$ cat src/rtl/cpu_pkg.sv
// Shared ISA definitions for the parametrised accumulator CPU:
// opcode values, FSM state encoding and opcode-class predicates.
package cpu_pkg;

  localparam int unsigned OPC_W = 5;

  localparam logic [OPC_W-1:0] OP_HLT  = 5'h00;
  localparam logic [OPC_W-1:0] OP_STO  = 5'h01;
  localparam logic [OPC_W-1:0] OP_LD   = 5'h02;
  localparam logic [OPC_W-1:0] OP_LDI  = 5'h03;
  localparam logic [OPC_W-1:0] OP_ADD  = 5'h04;
  localparam logic [OPC_W-1:0] OP_ADDI = 5'h05;
  localparam logic [OPC_W-1:0] OP_SUB  = 5'h06;
  localparam logic [OPC_W-1:0] OP_SUBI = 5'h07;
  localparam logic [OPC_W-1:0] OP_AND  = 5'h08;
  localparam logic [OPC_W-1:0] OP_ANDI = 5'h09;
  localparam logic [OPC_W-1:0] OP_OR   = 5'h0A;
  localparam logic [OPC_W-1:0] OP_ORI  = 5'h0B;
  localparam logic [OPC_W-1:0] OP_XOR  = 5'h0C;
  localparam logic [OPC_W-1:0] OP_XORI = 5'h0D;
  localparam logic [OPC_W-1:0] OP_JMP  = 5'h0E;
  localparam logic [OPC_W-1:0] OP_BEQ  = 5'h0F;
  localparam logic [OPC_W-1:0] OP_BNE  = 5'h10;
  localparam logic [OPC_W-1:0] OP_BN   = 5'h11;

  typedef enum logic [1:0] {
    ST_RUN  = 2'd0,
    ST_WAIT = 2'd1,
    ST_HALT = 2'd2
  } state_t;

  // Instructions that read data memory (loads and ALU-with-memory ops)
  function automatic logic is_mem_rd(input logic [OPC_W-1:0] op);
    case (op)
      OP_LD, OP_ADD, OP_SUB, OP_AND, OP_OR, OP_XOR: return 1'b1;
      default:                                      return 1'b0;
    endcase
  endfunction

  function automatic logic is_mem_wr(input logic [OPC_W-1:0] op);
    return (op == OP_STO);
  endfunction

  function automatic logic is_imm(input logic [OPC_W-1:0] op);
    case (op)
      OP_LDI, OP_ADDI, OP_SUBI, OP_ANDI, OP_ORI, OP_XORI: return 1'b1;
      default:                                            return 1'b0;
    endcase
  endfunction

  // Conditional branches only; JMP is unconditional and handled separately
  function automatic logic is_branch(input logic [OPC_W-1:0] op);
    case (op)
      OP_BEQ, OP_BNE, OP_BN: return 1'b1;
      default:               return 1'b0;
    endcase
  endfunction

endpackage

$ cat src/rtl/cpu_alu.sv
// Combinational next-accumulator function; memory and immediate forms share
// one datapath since the operand value is already resolved by the caller.
module cpu_alu
  import cpu_pkg::*;
#(
  parameter int unsigned DATA_W = 16
) (
  input  logic [OPC_W-1:0]  opcode,
  input  logic [DATA_W-1:0] acc,
  input  logic [DATA_W-1:0] operand,
  output logic [DATA_W-1:0] result
);

  always_comb begin
    result = acc;
    case (opcode)
      OP_LD,  OP_LDI:  result = operand;
      OP_ADD, OP_ADDI: result = acc + operand;
      OP_SUB, OP_SUBI: result = acc - operand;
      OP_AND, OP_ANDI: result = acc & operand;
      OP_OR,  OP_ORI:  result = acc | operand;
      OP_XOR, OP_XORI: result = acc ^ operand;
      default:         result = acc;
    endcase
  end

endmodule

$ cat src/rtl/cpu_param.sv
// Parametrised accumulator CPU: RUN/WAIT/HALT sequencer, PC, ACC and the
// ready-handshake data-memory interface between program ROM and data RAM.
module cpu_param
  import cpu_pkg::*;
#(
  parameter int unsigned DATA_W = 16,
  parameter int unsigned ADDR_W = 11
) (
  input  logic                    clk,
  input  logic                    reset,
  output logic [ADDR_W-1:0]       addr_program,
  input  logic [OPC_W+ADDR_W-1:0] data,
  output logic                    rd,
  output logic                    wr,
  output logic [ADDR_W-1:0]       addr_data,
  output logic [DATA_W-1:0]       in_data,
  input  logic [DATA_W-1:0]       out_data,
  input  logic                    data_ready,
  output logic [DATA_W-1:0]       acc,
  output logic                    halted
);

  if (DATA_W < ADDR_W) begin : g_width_check
    $error("cpu_param: DATA_W must be >= ADDR_W");
  end

  state_t              state;
  logic [ADDR_W-1:0]   pc;
  logic [OPC_W-1:0]    opcode;
  logic [ADDR_W-1:0]   operand;
  logic [DATA_W-1:0]   opnd_val;
  logic [DATA_W-1:0]   alu_res;
  logic                mem_rd;
  logic                mem_wr;
  logic                in_access;
  logic                taken;
  logic [ADDR_W-1:0]   pc_inc;

  assign opcode  = data[OPC_W+ADDR_W-1 -: OPC_W];
  assign operand = data[ADDR_W-1:0];
  assign mem_rd  = is_mem_rd(opcode);
  assign mem_wr  = is_mem_wr(opcode);
  assign pc_inc  = pc + ADDR_W'(1);

  // Immediates are sign-extended; everything else takes the RAM read data
  assign opnd_val = is_imm(opcode) ? DATA_W'($signed(operand)) : out_data;

  always_comb begin
    taken = 1'b0;
    if (opcode == OP_JMP) begin
      taken = 1'b1;
    end else if (is_branch(opcode)) begin
      case (opcode)
        OP_BEQ:  taken = (acc == '0);
        OP_BNE:  taken = (acc != '0);
        default: taken = acc[DATA_W-1];
      endcase
    end
  end

  cpu_alu #(.DATA_W(DATA_W)) u_alu (
    .opcode  (opcode),
    .acc     (acc),
    .operand (opnd_val),
    .result  (alu_res)
  );

  // Requests follow the instruction word directly; PC and ACC are frozen in
  // WAIT so the request is naturally held. Gated off while reset is asserted.
  assign in_access    = reset && ((state == ST_RUN) || (state == ST_WAIT));
  assign rd           = in_access && mem_rd;
  assign wr           = in_access && mem_wr;
  assign addr_data    = reset ? operand : '0;
  assign in_data      = acc;
  assign addr_program = pc;
  assign halted       = (state == ST_HALT);

  always_ff @(posedge clk or negedge reset) begin
    if (!reset) begin
      state <= ST_RUN;
      pc    <= '0;
      acc   <= '0;
    end else begin
      case (state)
        ST_RUN: begin
          if (opcode == OP_HLT) begin
            state <= ST_HALT;
          end else if (mem_rd || mem_wr) begin
            if (data_ready) begin
              acc <= alu_res;
              pc  <= pc_inc;
            end else begin
              state <= ST_WAIT;
            end
          end else begin
            acc <= alu_res;
            pc  <= taken ? operand : pc_inc;
          end
        end
        ST_WAIT: begin
          if (data_ready) begin
            acc   <= alu_res;
            pc    <= pc_inc;
            state <= ST_RUN;
          end
        end
        ST_HALT: begin
        end
        default: state <= ST_RUN;
      endcase
    end
  end

endmodule

$ cat config.mk
export PLATFORM = sky130hd
export DESIGN_NAME = cpu_param
export DESIGN_NICKNAME = d
export VERILOG_FILES = /design/src/rtl/cpu_pkg.sv /design/src/rtl/cpu_alu.sv /design/src/rtl/cpu_param.sv
export SDC_FILE = /design/constraint.sdc
export NUM_CORES = 1
export LEC_CHECK = 0
export BUFFER_PORTS_ARGS = -buffer_cell sky130_fd_sc_hd__buf_2
export CAP_MARGIN = 20
export CORE_UTILIZATION = 45
export DETAILED_ROUTE_END_ITERATION = 7
export GPL_TIMING_DRIVEN = 0
export HOLD_SLACK_MARGIN = 0.05
export PLACE_DENSITY = 0.68
export REMOVE_ABC_BUFFERS = 1
export SLEW_MARGIN = 30
export SYNTH_ARGS = -nofsm -noshare
export SYNTH_HDL_FRONTEND = slang
export SYNTH_SLANG_ARGS = --single-unit
export TNS_END_PERCENT = 100
$ cat constraint.sdc
create_clock -name clk -period 2.8 [get_ports clk]
set_input_delay 0.56 -clock clk [delete_from_list [all_inputs] [get_ports clk]]
set_output_delay 0.56 -clock clk [all_outputs]
set_load 0.005 [all_outputs]
==> impl_metrics.tcl, run 1 <==
set metrics [dict create \
    status "finished, violations left" \
    violations "negative setup slack" \
    tightest_slew_ns 0.8724 \
    rsz0062_at_grt "true" \
    crit_arrival_ns 3.91 \
    antenna_found_initial 0 \
    rows 34 \
    grt_max_degree 43 \
    syn-mean-instance-area_sq_um 7.761 \
    critPathKind "in -> reg" \
    pwr-share-seq_pct 22.7 \
    syn_area_sq_um 4051 \
    num_io_pins 92 \
    maxCapViolCount 0 \
    critical_path.max_fanout 5 \
    worstPathRequired_ns 2.97 \
    max_slew_margin_pct 41.78 \
    finalNonFillerCells 754 \
    p_leak_nw 2.616 \
    p_int_mw 2.030 \
    r2r-start "acc[4]" \
    insertion_delay_ns 0.29 \
    async_reset_ff_share_pct 100.0 \
    initial_core_util_pct 46.46 \
    diodes 0 \
    p_switching_mw 1.657 \
    path_clk_slew_ns 0.06 \
    synthToLayoutAreaGrowth_pct 40.30 \
    startpoint "data[12]" \
    cts_hold_buffers 0 \
    cp_common_cell "buf_12" \
    max-vdd-ir-drop_mv 0.3390 \
    root_buffer "clkbuf_8" \
    nNetsFinal 728 \
    cts_tree "built" \
    drt-initial-drc-count 340 \
    fmax_ghz 0.2672 \
    hold_viol_final 0 \
    crit_chain "buf_12 > and3_4 > nor4_4 > buf_6 > buf_12 > mux2i_4 > inv_2 > xnor2_2 > ha_1 > a21o_1 > a2111oi_4 > a21oi_2 > a221oi_2 > mux2i_1 > o2111ai_1 > mux2_4" \
    switching_share_pct 44.94 \
    cts_max_level 2 \
    hp-class "in -> async" \
    power_density_nw_per_um2 648.8 \
    core_sq_um 8721 \
    yosysSeqAreaShare_pct 17.91 \
    total_power_mw 3.688 \
    cts_sinks 29 \
    cts_buffer_depth 2 \
    synth_edf_count 0 \
    hpwlAfterDp_microns 9042 \
    via_per_inst 6.138 \
    setup_viol 15 \
    drt_pass1_iterations 5 \
    layout_setup_ws_ns -0.9431 \
    timing.reg2reg.setup_slack_ns 0.09 \
    slowest_delay_ns 0.42 \
    die_width_microns 96.89 \
    clockPowerShare_pct 12.6 \
    end_kind "flop" \
    grt_pass1_vias 4233 \
    die_area_sq_um 9387 \
    slew_viol_final 0 \
    routabilityCongestion 0.8909 \
    drc 0 \
    numCtsBuffers 5 \
    synth-seq-cells 29 \
    grt_pass1_wl_microns 21080 \
    clock_skew_ns 0.01102 \
    vias 4628 \
    finalCriticalPeriod_ns 3.743 \
    dp_cells 687 \
    synth.distinct_cells 59 \
    antenna_left 0 \
    wire_per_inst_microns 18.59 \
    grt.total_usage_pct 27.57 \
    die_h_microns 96.89 \
    yosysWarnings 0 \
    numPortBuffers 91 \
    synth-main-ff-cell "dfrtp_1" \
    gr-total-overflow 0 \
    r2r_end "acc[14]" \
    reg2reg_depth 8 \
    slowest_stage "a2111oi_4" \
    routed_wl_microns 14010 \
    critPathLaunchType "input pin" \
    postSynthCellCount 522 \
    finalCritPeriodShare_pct 133.7 \
    layout-drive-gt1-share_pct 38.08 \
    combPwrFrac_pct 64.6 \
]
[worst max path at each step]
stage	slack, ns	end
after floorplan	-1.64	acc[14]
after global placement	-2.60	acc[14]
after detailed placement	-2.16	acc[14]
after CTS	-0.86	acc[14]
after global routing	-1.05	acc[14]
final	-0.94	acc[14]
[flip-flops by register name, indices dropped and copies added, names as in the netlist]
| signal | flops |
|---|---|
| acc | 16 |
| addr_program | 11 |
| state | 2 |
[power by group through the flow]
stage / Clock (mW) / Combinational (mW) / Sequential [mW]
6_report: 0.466 / 2.38 / 0.838
5_1_grt: 0.497 / 2.58 / 0.863
4_1_cts: 0.471 / 2.07 / 0.822
3_5_place_dp: 0 / 1.73 / 0.828
3_3_place_gp: 0 / 1.67 / 0.819
2_1_floorplan: 0 / 1.15 / 0.796
[cell type report]
class / instances / area, sq um
inverter: 36 / 142.6
timing repair buffer: 155 / 1094
sequential: 29 / 725.7
clock inverter: 1 / 30.03
clock buffer: 7 / 86.33
multi-input combinational: 418 / 3471
tap: 108 / 135.1
fill: 674 / 3037
[stage by stage]
step / utilization [%] / setup TNS, ns / setup WS, ns / hold WS, ns / instance area, sq um
2_1_floorplan: - / -20.19 / -1.643 / 0.2644 / 3810
3_3_place_gp: 50.46 / -43.05 / -2.600 / 0.5239 / 4400
3_5_place_dp: 51.18 / -23.60 / -2.159 / 0.5390 / 4463
4_1_cts: 60.46 / -9.255 / -0.8619 / 0.4171 / 5273
5_1_grt: 65.18 / -12.21 / -1.052 / 0.2684 / 5684
6_report: 65.18 / -10.58 / -0.9431 / 0.2392 / 5684
[what timing repair did]
item	in CTS	in global routing
gates resized for setup	92	45
hold endpoints to repair	0	0
endpoints found under the setup margin	16	17
pin swaps	34	39
gates cloned	1	0
buffers inserted	34	26
[per-layer routing]
layer | up-vias | track usage, % | share of wire (%)
met5 | - | 0 | 0
met4 | 0 | 10.33 | 3.5
met3 | 44 | 3.757 | 5.9
met2 | 217 | 47.78 | 49
met1 | 2218 | 34.66 | 41
li1 | 2149 | - | -
[synth_stat cells (3+ instances only)]
| cell type | count | area (sq um) |
|---|---|---|
| o221ai_1 | 5 | 43.79 |
| or4_1 | 5 | 37.54 |
| inv_1 | 36 | 135.1 |
| o21ai_0 | 38 | 190.2 |
| nor2_1 | 37 | 138.9 |
| o21a_1 | 8 | 60.06 |
| nand4_1 | 4 | 25.02 |
| nand2_1 | 35 | 131.4 |
| nand3_1 | 9 | 45.04 |
| and2_1 | 14 | 87.58 |
| a211oi_1 | 4 | 30.03 |
| and3_1 | 5 | 31.28 |
| o22a_1 | 3 | 26.28 |
| mux2i_1 | 18 | 180.2 |
| o22ai_1 | 6 | 37.54 |
| a21o_1 | 8 | 60.06 |
| dfrtp_1 | 29 | 725.7 |
| a221oi_1 | 9 | 78.83 |
| nor2b_1 | 6 | 37.54 |
| or3_1 | 7 | 43.79 |
| xnor2_1 | 23 | 201.4 |
| buf_4 | 19 | 142.6 |
| ha_1 | 47 | 588.1 |
| mux2_2 | 5 | 56.30 |
| buf_2 | 7 | 35.03 |
| nand2b_1 | 7 | 43.79 |
| o2111ai_1 | 3 | 26.28 |
| nor3_1 | 15 | 75.07 |
| nor4_1 | 12 | 75.07 |
| a21oi_1 | 46 | 230.2 |
| clkbuf_1 | 11 | 41.29 |
| a2111oi_0 | 3 | 26.28 |
[cell usage in the layout, fill, tap and decap left out, types with 8 or more instances in the layout]
master / netlist / final
and2_1: 14 / 13
nor3_1: 15 / 9
nand2_1: 35 / 32
buf_4: 19 / 55
nand3_1: 9 / 9
a21oi_1: 46 / 39
mux2i_4: 0 / 9
a21o_1: 8 / 8
dfrtp_1: 29 / 29
inv_1: 36 / 33
xnor2_1: 23 / 16
buf_6: 2 / 8
nor2_1: 37 / 33
nor4_1: 12 / 9
a221oi_1: 9 / 8
ha_1: 47 / 39
o21ai_0: 38 / 33
mux2i_1: 18 / 9
o21a_1: 8 / 8
buf_2: 7 / 83
[kinds of logic after synthesis]
kind of cell,count (synthesis),share of synthesized area [%]
and+or+nand+nor,168,21.77
adders and majority gates,48,15.01
buffers and inverters,75,9.296
muxes,25,6.516
AOI/OAI and AO/OA,154,24.52
xor gates and xnor gates,23,4.972
DFF,29,17.91
[critical path, delay by kind of cell]
| kind | cells | cell delay, ns |
|---|---|---|
| AO/OA/AOI/OAI | 5 | 1.23 |
| XOR/XNOR | 1 | 0.14 |
| buffers and inverters | 4 | 0.49 |
| multiplexers | 3 | 0.79 |
| adder cells (fa/ha/maj) | 1 | 0.30 |
| AND/OR/NAND/NOR | 2 | 0.40 |
Power figures use the tool's default switching activity.
==> run 2: changes to the inputs <==
- CTS_BUF_LIST: unset -> sky130_fd_sc_hd__clkbuf_8 sky130_fd_sc_hd__clkbuf_16
==> impl_metrics.tcl, run 2 (synthesized netlist as in run 1, its figures left out) <==
set metrics [dict create \
    status "finished, violations left" \
    violations "negative setup slack" \
    cts_buffer_depth 2 \
    finalCriticalPeriod_ns 3.742 \
    cts_max_level 2 \
    grt_pass1_wl_microns 21080 \
    routabilityCongestion 0.8909 \
    layout_setup_ws_ns -0.9420 \
    layout-drive-gt1-share_pct 38.08 \
    dp_cells 687 \
    power_density_nw_per_um2 648.2 \
    worstPathRequired_ns 2.97 \
    drc 0 \
    critical_path.max_fanout 5 \
    p_int_mw 2.027 \
    numCtsBuffers 5 \
    grt.total_usage_pct 27.57 \
    core_sq_um 8721 \
    regArea_sq_um 725.7 \
    vias 4631 \
    pwr-share-seq_pct 22.7 \
    hpwlAfterDp_microns 9042 \
    finalNonFillerCells 754 \
    numPortBuffers 91 \
    synthToLayoutAreaGrowth_pct 40.30 \
    setup_viol 15 \
    switching_share_pct 45.00 \
    critPathKind "in -> reg" \
    multiInputGateArea_sq_um 3471 \
    grt_max_degree 43 \
    cp_common_cell "buf_12" \
    rows 34 \
    max_slew_margin_pct 41.62 \
    max-vdd-ir-drop_mv 0.3390 \
    combPwrFrac_pct 64.7 \
    largest-register "acc" \
    slowest_delay_ns 0.42 \
    maxCapViolCount 0 \
    routed_wl_microns 14020 \
    cts_tree "built" \
    largest_register_ffs 16 \
    drt-initial-drc-count 346 \
    num_io_pins 92 \
    nNetsFinal 728 \
    grt_pass1_vias 4233 \
    finalCritPeriodShare_pct 133.6 \
    diodes 0 \
    slowest_stage "a2111oi_4" \
    crit_chain "buf_12 > and3_4 > nor4_4 > buf_6 > buf_12 > mux2i_4 > inv_2 > xnor2_2 > ha_1 > a21o_1 > a2111oi_4 > a21oi_2 > a221oi_2 > mux2i_1 > o2111ai_1 > mux2_4" \
    slew_viol_final 0 \
    gr-total-overflow 0 \
    final_common_cell "buf_2" \
    p_switching_mw 1.658 \
    cts_sinks 29 \
    drt_pass1_iterations 6 \
    crit_arrival_ns 3.91 \
    end_kind "flop" \
    p_leak_nw 2.620 \
    clock_skew_ns 0.01105 \
    root_buffer "clkbuf_8" \
    fillCellCount 674 \
    die_width_microns 96.89 \
    most-common-layout-cells "buf_2, buf_4, a21oi_1, ha_1, inv_1" \
    rsz0062_at_grt "true" \
    cts_hold_buffers 0 \
    clockPowerShare_pct 12.6 \
    fmax_ghz 0.2672 \
    critPathLaunchType "input pin" \
    hp-class "in -> async" \
    via_per_inst 6.142 \
    finalInstanceArea_sq_um 5684 \
    placed_cell_area_sq_um 4463 \
    insertion_delay_ns 0.29 \
    antenna_left 0 \
    wire_per_inst_microns 18.59 \
    tightest_slew_ns 0.8747 \
    hold_viol_final 0 \
    initial_core_util_pct 46.46 \
    die_area_sq_um 9387 \
    antenna_found_initial 0 \
    path_clk_slew_ns 0.06 \
    die_h_microns 96.89 \
]
==> run 2: cell types whose count changed in the layout (fill, tap and decap cells not counted), sizes merged <==
cell and delta:
inv +1, clkbuf -1
==> run 2: layout make-up <==
| type | count | area share [%] |
|---|---|---|
| clock buffer | 6 | 1.453 |
| clock inverter | 2 | 0.5943 |
| sequential | 29 | 12.77 |
| timing repair buffer | 155 | 19.24 |
| tap | 108 | 2.377 |
| inverter | 36 | 2.509 |
| multi-input combinational | 418 | 61.06 |
==> run 2: worst paths after layout <==
kind                             from  endpoint  depth (start not counted)  slack (ns)
min in group clk           data_ready  state[0]                          2        0.53
max in group asynchronous       reset    acc[2]                          1        2.21
max reg2reg                    acc[4]   acc[14]                          8        0.09
min                             reset   acc[14]                          1        0.24
min reg2reg                  state[0]  state[1]                          1        0.56
max                          data[12]   acc[14]                         16       -0.94
==> run 2: critical path: cells and delay by family <==
kind	cells	cell delay [ns]
mux	3	0.79
simple gates	2	0.40
xor+xnor	1	0.14
buf+inv	4	0.49
compound gates	5	1.23
fa+ha+maj	1	0.30
==> run 2: power groups by stage <==
stage                     logic (mW)  registers (mW)  clock network (mW)
after global routing            2.58           0.863               0.493
after floorplan                 1.15           0.796                   0
final                           2.38           0.837               0.463
after CTS                       2.07           0.822               0.468
after global placement          1.67           0.819                   0
after detailed placement        1.73           0.828                   0
==> run 2: per-stage QoR <==
| stage | power (mW) | TNS (ns) | util [%] | worst slack [ns] | hold slack [ns] |
|---|---|---|---|---|---|
| 2_1_floorplan | 1.946 | -20.19 | - | -1.643 | 0.2644 |
| 3_3_place_gp | 2.486 | -43.05 | 50.46 | -2.600 | 0.5239 |
| 3_5_place_dp | 2.559 | -23.60 | 51.18 | -2.159 | 0.5390 |
| 4_1_cts | 3.362 | -9.254 | 60.46 | -0.8619 | 0.4171 |
| 5_1_grt | 3.939 | -12.21 | 65.18 | -1.052 | 0.2684 |
| 6_report | 3.685 | -10.56 | 65.18 | -0.9420 | 0.2385 |
==> run 2: repair_timing <==
item	in CTS	in global routing
gates cloned	1	0
setup buffers	34	26
gates resized for setup	92	45
endpoints found under the setup margin	16	17
pin swaps	34	39
==> run 2: layer usage <==
| metal | up-vias | GRT usage [%] | part of all wire [%] |
|---|---|---|---|
| li1 | 2149 | - | - |
| met1 | 2213 | 34.66 | 41 |
| met2 | 225 | 47.78 | 49 |
| met3 | 44 | 3.757 | 6.3 |
| met4 | 0 | 10.33 | 3.6 |
| met5 | - | 0 | 0 |
==> run 3: changes to the inputs <==
- RECOVER_POWER: unset -> 100
- SETUP_SLACK_MARGIN: unset -> 0.4
==> impl_metrics.tcl, run 3 (synthesized netlist as in run 1, its figures left out) <==
set metrics [dict create \
    multiInputGateArea_sq_um 3426 \
    end_kind "flop" \
    most-common-layout-cells "buf_2, buf_4, a21oi_1, ha_1, inv_1" \
    startpoint "data[13]" \
    grt_pass1_wl_microns 21010 \
    synthToLayoutAreaGrowth_pct 38.14 \
    max-vdd-ir-drop_mv 0.3172 \
    critical_path.max_fanout 5 \
    die_width_microns 96.89 \
    nNetsFinal 726 \
    crit_arrival_ns 4.00 \
    placed_cell_area_sq_um 4463 \
    routabilityCongestion 0.8909 \
    setup_viol 28 \
    final_common_cell "buf_2" \
    drt-initial-drc-count 329 \
    grt_pass1_vias 4253 \
    finalInstanceArea_sq_um 5597 \
    violations "max-capacitance violations, max-slew violations, negative setup slack" \
    num_io_pins 92 \
    fillCellCount 686 \
    slowest_delay_ns 0.32 \
    layout_setup_ws_ns -1.031 \
    grt.total_usage_pct 27.50 \
    largest_register_ffs 16 \
    antenna_left 0 \
    cts_sinks 29 \
    vias 4555 \
    maxCapViolCount 1 \
    diodes 0 \
    slew_viol_final 43 \
    grt_max_degree 43 \
    gr-total-overflow 0 \
    fmax_ghz 0.2610 \
    cts_max_level 2 \
    numPortBuffers 91 \
    hpwlAfterDp_microns 9042 \
    dp_cells 687 \
    path_clk_slew_ns 0.07 \
    hp-class "in -> reg" \
    power_density_nw_per_um2 655.2 \
    fin_setup_tns_ns -15.12 \
    tightest_slew_ns 2.116 \
    cts_buffer_depth 2 \
    cp.buffers_inverters 6 \
    numCtsBuffers 5 \
    largest-register "acc" \
    crit_chain "buf_12 > and3_4 > nor4_4 > buf_6 > buf_12 > buf_4 > buf_12 > mux2i_4 > nor2_2 > xnor2_2 > inv_1 > ha_1 > nor2b_2 > o21a_1 > o21a_1 > o21a_1 > or3_1 > a31o_2 > mux2_2" \
    hold_viol_final 0 \
    r2r-start "acc[4]" \
    clock_skew_ns 0.009764 \
    routed_wl_microns 13670 \
    root_buffer "clkbuf_8" \
    insertion_delay_ns 0.29 \
    rsz0062_at_grt "true" \
    core_sq_um 8721 \
    status "finished, violations left" \
    worstHoldStart "data_ready" \
    drc 0 \
    p_leak_nw 2.563 \
    finalCritPeriodShare_pct 136.8 \
    drt_pass1_iterations 5 \
    initial_core_util_pct 46.46 \
    layout-drive-gt1-share_pct 35.71 \
    finalNonFillerCells 752 \
    wire_per_inst_microns 18.18 \
    antenna_found_initial 0 \
    via_per_inst 6.057 \
    cts_tree "built" \
    cts_hold_buffers 0 \
    worstPathRequired_ns 2.97 \
    critPathKind "in -> reg" \
    die_h_microns 96.89 \
    finalCriticalPeriod_ns 3.831 \
    crit_family "simple AND/OR/NAND/NOR gates" \
    slowest_stage "or3_1" \
    regArea_sq_um 725.7 \
    critPathLaunchType "input pin" \
    rows 34 \
    die_area_sq_um 9387 \
    max_slew_margin_pct -41.06 \
]
-- run 3: report_power, final --
| part | leakage (nW) | total (mW) | internal (mW) | switching (mW) |
|---|---|---|---|---|
| Clock | 0.0626 | 0.462 | 0.287 | 0.175 |
| Sequential | 0.349 | 0.839 | 0.577 | 0.262 |
| Combinational | 2.15 | 2.37 | 1.14 | 1.22 |
-- run 3: final timing paths --
path	to	slack (ns)	depth (start not counted)
setup / recovery	acc[5]	-1.03	19
hold / removal	state[0]	0.52	2
setup reg to reg	acc[14]	0.05	8
hold reg to reg	state[1]	0.55	1
max in group asynchronous	addr_program[7]	0.70	1
min in group asynchronous	acc[14]	0.88	1
-- run 3: layout make-up --
| cell class | instances | share of cell area, % |
|---|---|---|
| Multi-Input combinational cell | 418 | 61.21 |
| Timing Repair Buffer | 153 | 18.82 |
| Sequential cell | 29 | 12.97 |
| Inverter | 36 | 2.504 |
| Tap cell | 108 | 2.414 |
| Clock buffer | 6 | 1.476 |
| Clock inverter | 2 | 0.6036 |
-- run 3: metrics by stage --
step / util [%] / power (mW) / setup WS (ns) / hold WS [ns]
after floorplan: - / 1.946 / -1.643 / 0.2644
after global placement: 50.46 / 2.486 / -2.600 / 0.5239
after detailed placement: 51.18 / 2.559 / -2.159 / 0.5390
after CTS: 60.72 / 3.377 / -0.8609 / 0.4171
after global routing: 64.18 / 3.939 / -1.109 / 0.5349
final: 64.18 / 3.667 / -1.031 / 0.5249
-- run 3: worst reg2reg max path, delay by kind of cell (launching register included) --
family	cells	cell delay, ns
adders and majority gates	1	0.37
AOI/OAI and AO/OA	5	1.26
muxes	2	0.53
DFF	1	0.49
-- run 3: metal layers --
layer	vias up	track usage, %	share of wire [%]	routed length, microns
li1	2142	-	-	-
met1	2177	34.62	41	5635
met2	184	47.02	49	6743
met3	52	3.540	5.7	774
met4	0	11.94	3.8	515
met5	-	0	0	0
-- run 3: timing repair --
| action | in CTS | in global routing |
|---|---|---|
| pin swaps | 36 | 29 |
| gates cloned | 1 | 0 |
| setup endpoints to repair | 28 | 28 |
| gates resized for setup | 98 | 32 |
| buffers inserted | 35 | 21 |
